### src/rtl/dn_pkg.sv
// Shared types and constants for the download write arbiter.
package dn_pkg;

   // Address bit that separates the ROM bank from the cassette/alternate bank
   localparam int         CAS_BANK_BIT      = 16;
   // ioctl_index value whose bytes belong to cmd_loader
   localparam logic [7:0] DEFAULT_CMD_INDEX = 8'd2;

   typedef struct packed {
      logic [23:0] addr;
      logic [7:0]  data;
   } dn_entry_t;

   typedef enum logic [1:0] {
      IDLE,
      ACTIVE,
      DRAIN,
      EXEC
   } dn_state_t;

   // Build a queue entry for a raw HPS byte: any non-zero index selects the upper bank
   function automatic dn_entry_t hps_entry(input logic [7:0]  index,
                                           input logic [15:0] addr,
                                           input logic [7:0]  data);
      dn_entry_t e;
      e.addr               = 24'h000000;
      e.addr[15:0]         = addr;
      e.addr[CAS_BANK_BIT] = |index;
      e.data               = data;
      return e;
   endfunction

endpackage

### src/rtl/dn_fifo.sv
// Synchronous first-word-fall-through FIFO of download entries.
// Push on full and pop on empty are ignored; the head entry is always on dout.
module dn_fifo
   import dn_pkg::*;
#(
   parameter int DEPTH = 4,
   parameter int CW    = $clog2(DEPTH) + 1
) (
   input  logic          clk,
   input  logic          reset,
   input  logic          push,
   input  dn_entry_t     din,
   input  logic          pop,
   output dn_entry_t     dout,
   output logic [CW-1:0] count,
   output logic          full,
   output logic          empty
);

   localparam int AW = (DEPTH > 1) ? $clog2(DEPTH) : 1;

   dn_entry_t     mem [DEPTH];
   logic [AW-1:0] wr_ptr;
   logic [AW-1:0] rd_ptr;
   logic          do_push;
   logic          do_pop;

   assign full    = (count == CW'(DEPTH));
   assign empty   = (count == '0);
   assign do_push = push && !full;
   assign do_pop  = pop && !empty;
   assign dout    = mem[rd_ptr];

   // Storage write; contents need no reset because count gates visibility
   always_ff @(posedge clk) begin
      if (do_push) mem[wr_ptr] <= din;
   end

   // Pointer and occupancy bookkeeping; depth is a power of two so pointers wrap naturally
   always_ff @(posedge clk) begin
      if (reset) begin
         wr_ptr <= '0;
         rd_ptr <= '0;
         count  <= '0;
      end else begin
         if (do_push) wr_ptr <= wr_ptr + AW'(1);
         if (do_pop)  rd_ptr <= rd_ptr + AW'(1);
         case ({do_push, do_pop})
            2'b10:   count <= count + CW'(1);
            2'b01:   count <= count - CW'(1);
            default: count <= count;
         endcase
      end
   end

endmodule

### src/rtl/dn_write_arbiter.sv
// Merges the HPS ioctl stream and cmd_loader writes into the ht1080z download port.
// Writes are queued, then paced out at most one per WR_GAP cycles when the RAM slot
// is free. The loader's execute request is held back until the queue has fully landed.
module dn_write_arbiter
   import dn_pkg::*;
#(
   parameter int         FIFO_DEPTH = 4,
   parameter int         WR_GAP     = 4,
   parameter logic [7:0] CMD_INDEX  = DEFAULT_CMD_INDEX
) (
   input  logic        clk_sys,
   input  logic        reset,
   input  logic        ioctl_download,
   input  logic [7:0]  ioctl_index,
   input  logic        ioctl_wr,
   input  logic [15:0] ioctl_addr,
   input  logic [7:0]  ioctl_dout,
   output logic        ioctl_wait,
   input  logic        loader_download,
   input  logic        loader_wr,
   input  logic [15:0] loader_addr,
   input  logic [7:0]  loader_data,
   input  logic        loader_exec_en,
   input  logic [15:0] loader_exec_addr,
   input  logic        dn_ready,
   output logic        dn_go,
   output logic        dn_wr,
   output logic [23:0] dn_addr,
   output logic [7:0]  dn_data,
   output logic        execute_enable,
   output logic [15:0] execute_addr,
   output logic        overflow
);

   localparam int CW = $clog2(FIFO_DEPTH) + 1;
   localparam int GW = (WR_GAP > 1) ? $clog2(WR_GAP) : 1;

   dn_state_t     state;
   logic          prev_ioctl_dl;
   logic          prev_loader_dl;
   logic          any_dl;
   logic          ioctl_rise;
   logic          loader_rise;
   logic [GW-1:0] gap_cnt;
   logic          pending_exec;
   logic [15:0]   exec_addr_q;

   logic          push_req;
   logic          push_ok;
   logic          pop;
   dn_entry_t     push_entry;
   dn_entry_t     head;
   logic [CW-1:0] count;
   logic [CW-1:0] count_next;
   logic          full;
   logic          empty;

   assign any_dl      = ioctl_download || loader_download;
   assign ioctl_rise  = ioctl_download && !prev_ioctl_dl;
   assign loader_rise = loader_download && !prev_loader_dl;

   // Source select: the loader owns the port while active, otherwise non-CMD HPS bytes
   always_comb begin
      push_req   = 1'b0;
      push_entry = '0;
      if (loader_download) begin
         push_req        = loader_wr;
         push_entry.addr = {8'h00, loader_addr};
         push_entry.data = loader_data;
      end else if (ioctl_download && (ioctl_index != CMD_INDEX)) begin
         push_req   = ioctl_wr;
         push_entry = hps_entry(ioctl_index, ioctl_addr, ioctl_dout);
      end
   end

   assign push_ok    = push_req && !full;
   assign pop        = !empty && (gap_cnt == '0) && dn_ready;
   assign count_next = count + CW'(push_ok) - CW'(pop);

   dn_fifo #(
      .DEPTH (FIFO_DEPTH),
      .CW    (CW)
   ) u_fifo (
      .clk   (clk_sys),
      .reset (reset),
      .push  (push_ok),
      .din   (push_entry),
      .pop   (pop),
      .dout  (head),
      .count (count),
      .full  (full),
      .empty (empty)
   );

   // Pacing, write strobe, backpressure and sticky overflow
   always_ff @(posedge clk_sys) begin
      if (reset) begin
         gap_cnt    <= '0;
         dn_wr      <= 1'b0;
         dn_addr    <= '0;
         dn_data    <= '0;
         ioctl_wait <= 1'b0;
         overflow   <= 1'b0;
      end else begin
         dn_wr <= pop;
         if (pop) begin
            dn_addr <= head.addr;
            dn_data <= head.data;
            gap_cnt <= GW'(WR_GAP - 1);
         end else if (gap_cnt != '0) begin
            gap_cnt <= gap_cnt - GW'(1);
         end
         if (push_req && full) overflow <= 1'b1;
         // Raised one entry early so a byte already in flight from HPS still fits
         ioctl_wait <= (count_next >= CW'(FIFO_DEPTH - 1)) ||
                       (((state == DRAIN) || (state == EXEC)) && ioctl_download);
      end
   end

   // Download window FSM with deferred execute; outputs are registered alongside state
   always_ff @(posedge clk_sys) begin
      // On reset the edge detectors load the live levels, so a download still
      // asserted through reset is not mistaken for a fresh start.
      prev_ioctl_dl  <= ioctl_download;
      prev_loader_dl <= loader_download;
      if (reset) begin
         state          <= IDLE;
         dn_go          <= 1'b0;
         execute_enable <= 1'b0;
         execute_addr   <= '0;
         pending_exec   <= 1'b0;
         exec_addr_q    <= '0;
      end else begin
         execute_enable <= 1'b0;
         if (loader_exec_en && (state != IDLE)) begin
            pending_exec <= 1'b1;
            exec_addr_q  <= loader_exec_addr;
         end
         case (state)
            IDLE: begin
               if (ioctl_rise || loader_rise) begin
                  state <= ACTIVE;
                  dn_go <= 1'b1;
               end
            end
            ACTIVE: begin
               if (!any_dl) state <= DRAIN;
            end
            DRAIN: begin
               if (any_dl) begin
                  state <= ACTIVE;
               end else if (empty && !dn_wr) begin
                  state <= EXEC;
                  dn_go <= 1'b0;
                  if (pending_exec || loader_exec_en) begin
                     execute_enable <= 1'b1;
                     execute_addr   <= loader_exec_en ? loader_exec_addr : exec_addr_q;
                  end
               end
            end
            EXEC: begin
               state        <= IDLE;
               pending_exec <= 1'b0;
            end
            default: begin
               state <= IDLE;
               dn_go <= 1'b0;
            end
         endcase
      end
   end

endmodule

### config.mk
export PLATFORM = sky130hd
export DESIGN_NAME = dn_write_arbiter
export DESIGN_NICKNAME = d
export VERILOG_FILES = /design/src/rtl/dn_pkg.sv /design/src/rtl/dn_fifo.sv /design/src/rtl/dn_write_arbiter.sv
export SDC_FILE = /design/constraint.sdc
export NUM_CORES = 1
export LEC_CHECK = 0
export ABC_AREA = 0
export BUFFER_PORTS_ARGS = -buffer_cell sky130_fd_sc_hd__buf_2
export CAP_MARGIN = 20
export CORE_ASPECT_RATIO = 0.9
export CORE_UTILIZATION = 59
export DETAILED_ROUTE_END_ITERATION = 16
export PLACE_DENSITY = 0.93
export SYNTH_ARGS = -nofsm -noshare
export SYNTH_HDL_FRONTEND = slang
export SYNTH_SLANG_ARGS = --single-unit
export TNS_END_PERCENT = 5
### constraint.sdc
create_clock -name clk_sys -period 5.28 [get_ports clk_sys]
set_input_delay 0.264 -clock clk_sys [delete_from_list [all_inputs] [get_ports clk_sys]]
set_output_delay 0.264 -clock clk_sys [all_outputs]
set_load 0.03 [all_outputs]
==> results.json <==
{
  "run_status": "complete, no violations",
  "h-tree-depth": 4,
  "crit_slowest_cell": "ha_1",
  "fillers": 718,
  "fin_crit_sh_pct": 56.87,
  "dp_slack_ps": 2287,
  "required_ps": 5570,
  "clkPwrFrac_pct": 35.9,
  "initial_utilization_pct": 61.34,
  "place.detailed.hpwl_um": 9808,
  "place_congestion": 0.7752,
  "coreArea_um2": 11620,
  "fmax_mhz": 333.0,
  "synth_compound_area_share_pct": 10.51,
  "use_met1_pct": 30.28,
  "max_stage_delay_ps": 380,
  "grt_pass1_wl_um": 24570,
  "dp_cells": 789,
  "power_frac_seq_pct": 45.1,
  "hold_buffers": 0,
  "hold_viol": 0,
  "die_y_um": 106.3,
  "post-route-drc-count": 0,
  "yosys_warnings": 0,
  "io_pins": 133,
  "holdWs_ps": 60.53,
  "vias": 4824,
  "hold_path_class": "input pin to flip-flop",
  "grtUsageTotal_pct": 26.29,
  "antenna_cells": 0,
  "switchingPower_mw": 1.070,
  "synth.distinct_cells": 47,
  "insertion_delay_ps": 430,
  "grt_pass1_vias": 4886,
  "drt_iter0_drc": 452,
  "overflow": 0,
  "area_growth_pct": 19.45,
  "synth_top_area_share_pct": 42.13,
  "startpoint_type": "flip-flop",
  "syn_inst": 535,
  "rsz0062_at_grt": "no",
  "use_met3_pct": 6.116,
  "timing.final.ws_setup_ps": 2277,
  "postCtsSetupRepairBufs": 0,
  "fin_tns_setup_ps": 0,
  "cts_buffer_depth": 2,
  "relSlewSlack_pct": 34.80,
  "crit_fanout": 28,
  "via_per_inst": 5.861,
  "dr.pass1.iters": 5,
  "dpl_cell_area_um2": 7849,
  "arrival_ps": 3290,
  "fin_util_pct": 73.27,
  "slew_viol_final": 0,
  "p_int_mw": 2.668,
  "synthMuxAreaShare_pct": 10.44,
  "ys_ff_latch": 176,
  "fin_skew_ps": 14.15,
  "setup_viol": 0,
  "synth_area_per_cell_um2": 13.32,
  "total_power_mw": 3.738,
  "final_net_count": 744,
  "wl_per_cell_um": 19.01,
  "yosys.area.top_type": "edfxtp_1",
  "numCtsBuffers": 17,
  "ir_worst_vdd_v": 0.0002907,
  "cts_tree": "done",
  "cts_resized": 0,
  "ctsRootBufferMaster": "clkbuf_16",
  "switching_share_pct": 28.63,
  "clock-sinks": 176,
  "stdcell_area_um2": 8514,
  "clk_pin_slew_worst_paths_ps": 60,
  "row_count": 37,
  "synth-simple-area-share_pct": 8.759,
  "maxCapViolCount": 0,
  "synth-xor-area-share_pct": 0.8601,
  "grt_max_degree": 51,
  "synth_area_leaders": "edfxtp_1 42%, dfxtp_1 21%, mux4_2 7.9%",
  "synth_top_family_by_area": "compound AO/OA/AOI/OAI gates",
  "syn_area_um2": 7128,
  "antenna_found_initial": 0,
  "io_buffers": 125,
  "power_frac_comb_pct": 19.0,
  "fp.dieW_um": 117.9,
  "drt_wl_total_um": 15650,
  "final_antenna_net_count": 0,
  "end_kind": "flip-flop",
  "worst_slew_pin_slew_ps": 978.0,
  "synth_adder_area_share_pct": 1.966,
  "path_class": "flip-flop to flip-flop",
  "min_period_ps": 3003,
  "grt_use_met2_pct": 46.76,
  "final_cells": 823,
  "crit_chain": "inv_1, ha_1, o311ai_4, buf_4, inv_2, ha_1, inv_1, ha_1, fa_1, xnor2_1, xnor2_1, a21oi_1",
  "p_leak_nw": 3.220,
  "ys_seq_area_share_pct": 63.47,
  "top_usage_layer": "met2",
  "dieArea_um2": 12530,
  "critical_path.most_common_cell": "ha_1",
  "powerDensity_nw_per_um2": 439.0,
  "drive_gt1_share_pct": 32.53
}
[Yosys cell counts (all sizes together)]
| cell type | count |
|---|---|
| a31oi | 1 |
| nor4 | 4 |
| a311oi | 1 |
| nand2b | 3 |
| o311ai | 1 |
| o21ai | 3 |
| inv | 15 |
| a22o | 24 |
| or4 | 2 |
| nand3 | 1 |
| mux4 | 25 |
| dfxtp | 76 |
| a22oi | 1 |
| nor3b | 1 |
| nand3b | 1 |
| xor2 | 3 |
| nand2 | 86 |
| or3 | 1 |
| o221ai | 1 |
| clkbuf | 20 |
| o31ai | 2 |
| fa | 2 |
| nor2b | 2 |
| a21oi | 48 |
| o41ai | 1 |
| ha | 8 |
| buf | 22 |
| nor2 | 32 |
| edfxtp | 100 |
| a211oi | 19 |
| or3b | 2 |
| mux2i | 17 |
| conb | 1 |
| and2 | 4 |
| xnor2 | 4 |
| mux2 | 1 |
[final timing paths]
kind	startpoint	end	slack, ps	cells past startpoint
max	gap_cnt[0]$_SDFFE_PP0P_	ioctl_wait$_SDFF_PP0_	2280	12
max reg2reg	gap_cnt[0]$_SDFFE_PP0P_	ioctl_wait$_SDFF_PP0_	2280	12
min reg2reg	exec_addr_q[3]$_SDFFE_PP0P_	exec_addr_q[3]$_SDFFE_PP0P_	460	2
min	ioctl_download	prev_ioctl_dl$_DFF_P_	60	1
[logic make-up after synthesis]
group	after synthesis
buffers and inverters	57
multiplexers	43
other	1
XOR/XNOR	7
AO/OA/AOI/OAI	102
AND/OR/NAND/NOR	139
flip-flops	176
adder cells (fa/ha/maj)	10
[layer usage]
layer  vias up  routed length [um]  part of all wire (%)
li1       2182                   -                     -
met1      2351                5914                    38
met2       246                8249                    53
met3        45                1102                   7.0
met4         0                 381                   2.4
met5         -                   0                     0
[registers in the layout (all words and copies together) (netlist names), 3 cells and up]
signal        cells
dn_addr          17
dn_data           8
exec_addr_q      16
execute_addr     16
u_fifo.count      3
u_fifo.mem      100
[power groups by stage]
stage	Sequential (mW)	Clock, mW	Combinational, mW
floorplan	1.72	0	0.480
global placement	1.71	0	0.651
detailed placement	1.72	0	0.697
CTS	1.69	1.36	0.709
global route	1.70	1.40	0.765
finish	1.69	1.34	0.709
[area by class of cell]
class / count / area [um^2] / area share [%]
flip-flops and latches: 176 / 4526 / 53.15
multi-input cells: 308 / 2359 / 27.70
repair buffers: 136 / 739.5 / 8.685
clock buffers: 21 / 471.7 / 5.540
well taps: 156 / 195.2 / 2.292
clock inverters: 11 / 167.7 / 1.969
inverters: 15 / 56.30 / 0.6613
[worst max-delay path, delay by kind of cell (launching register included)]
family | cells | cell delay, ps
buffers and inverters | 4 | 780
adder cells (fa/ha/maj) | 4 | 1200
AO/OA/AOI/OAI | 2 | 180
XOR/XNOR | 2 | 340
flip-flops | 1 | 360
[cell usage in the layout, fill, tap and decap left out, types with 13 or more instances in the layout]
master	instances
a22o_1	24
dfxtp_1	75
a211oi_2	13
a21oi_1	48
mux4_2	25
nand2_1	86
edfxtp_1	100
inv_1	14
mux2i_1	17
nor2_1	28
buf_2	125
clkbuf_16	18
Note: power is estimated with default switching activity, not from simulation.
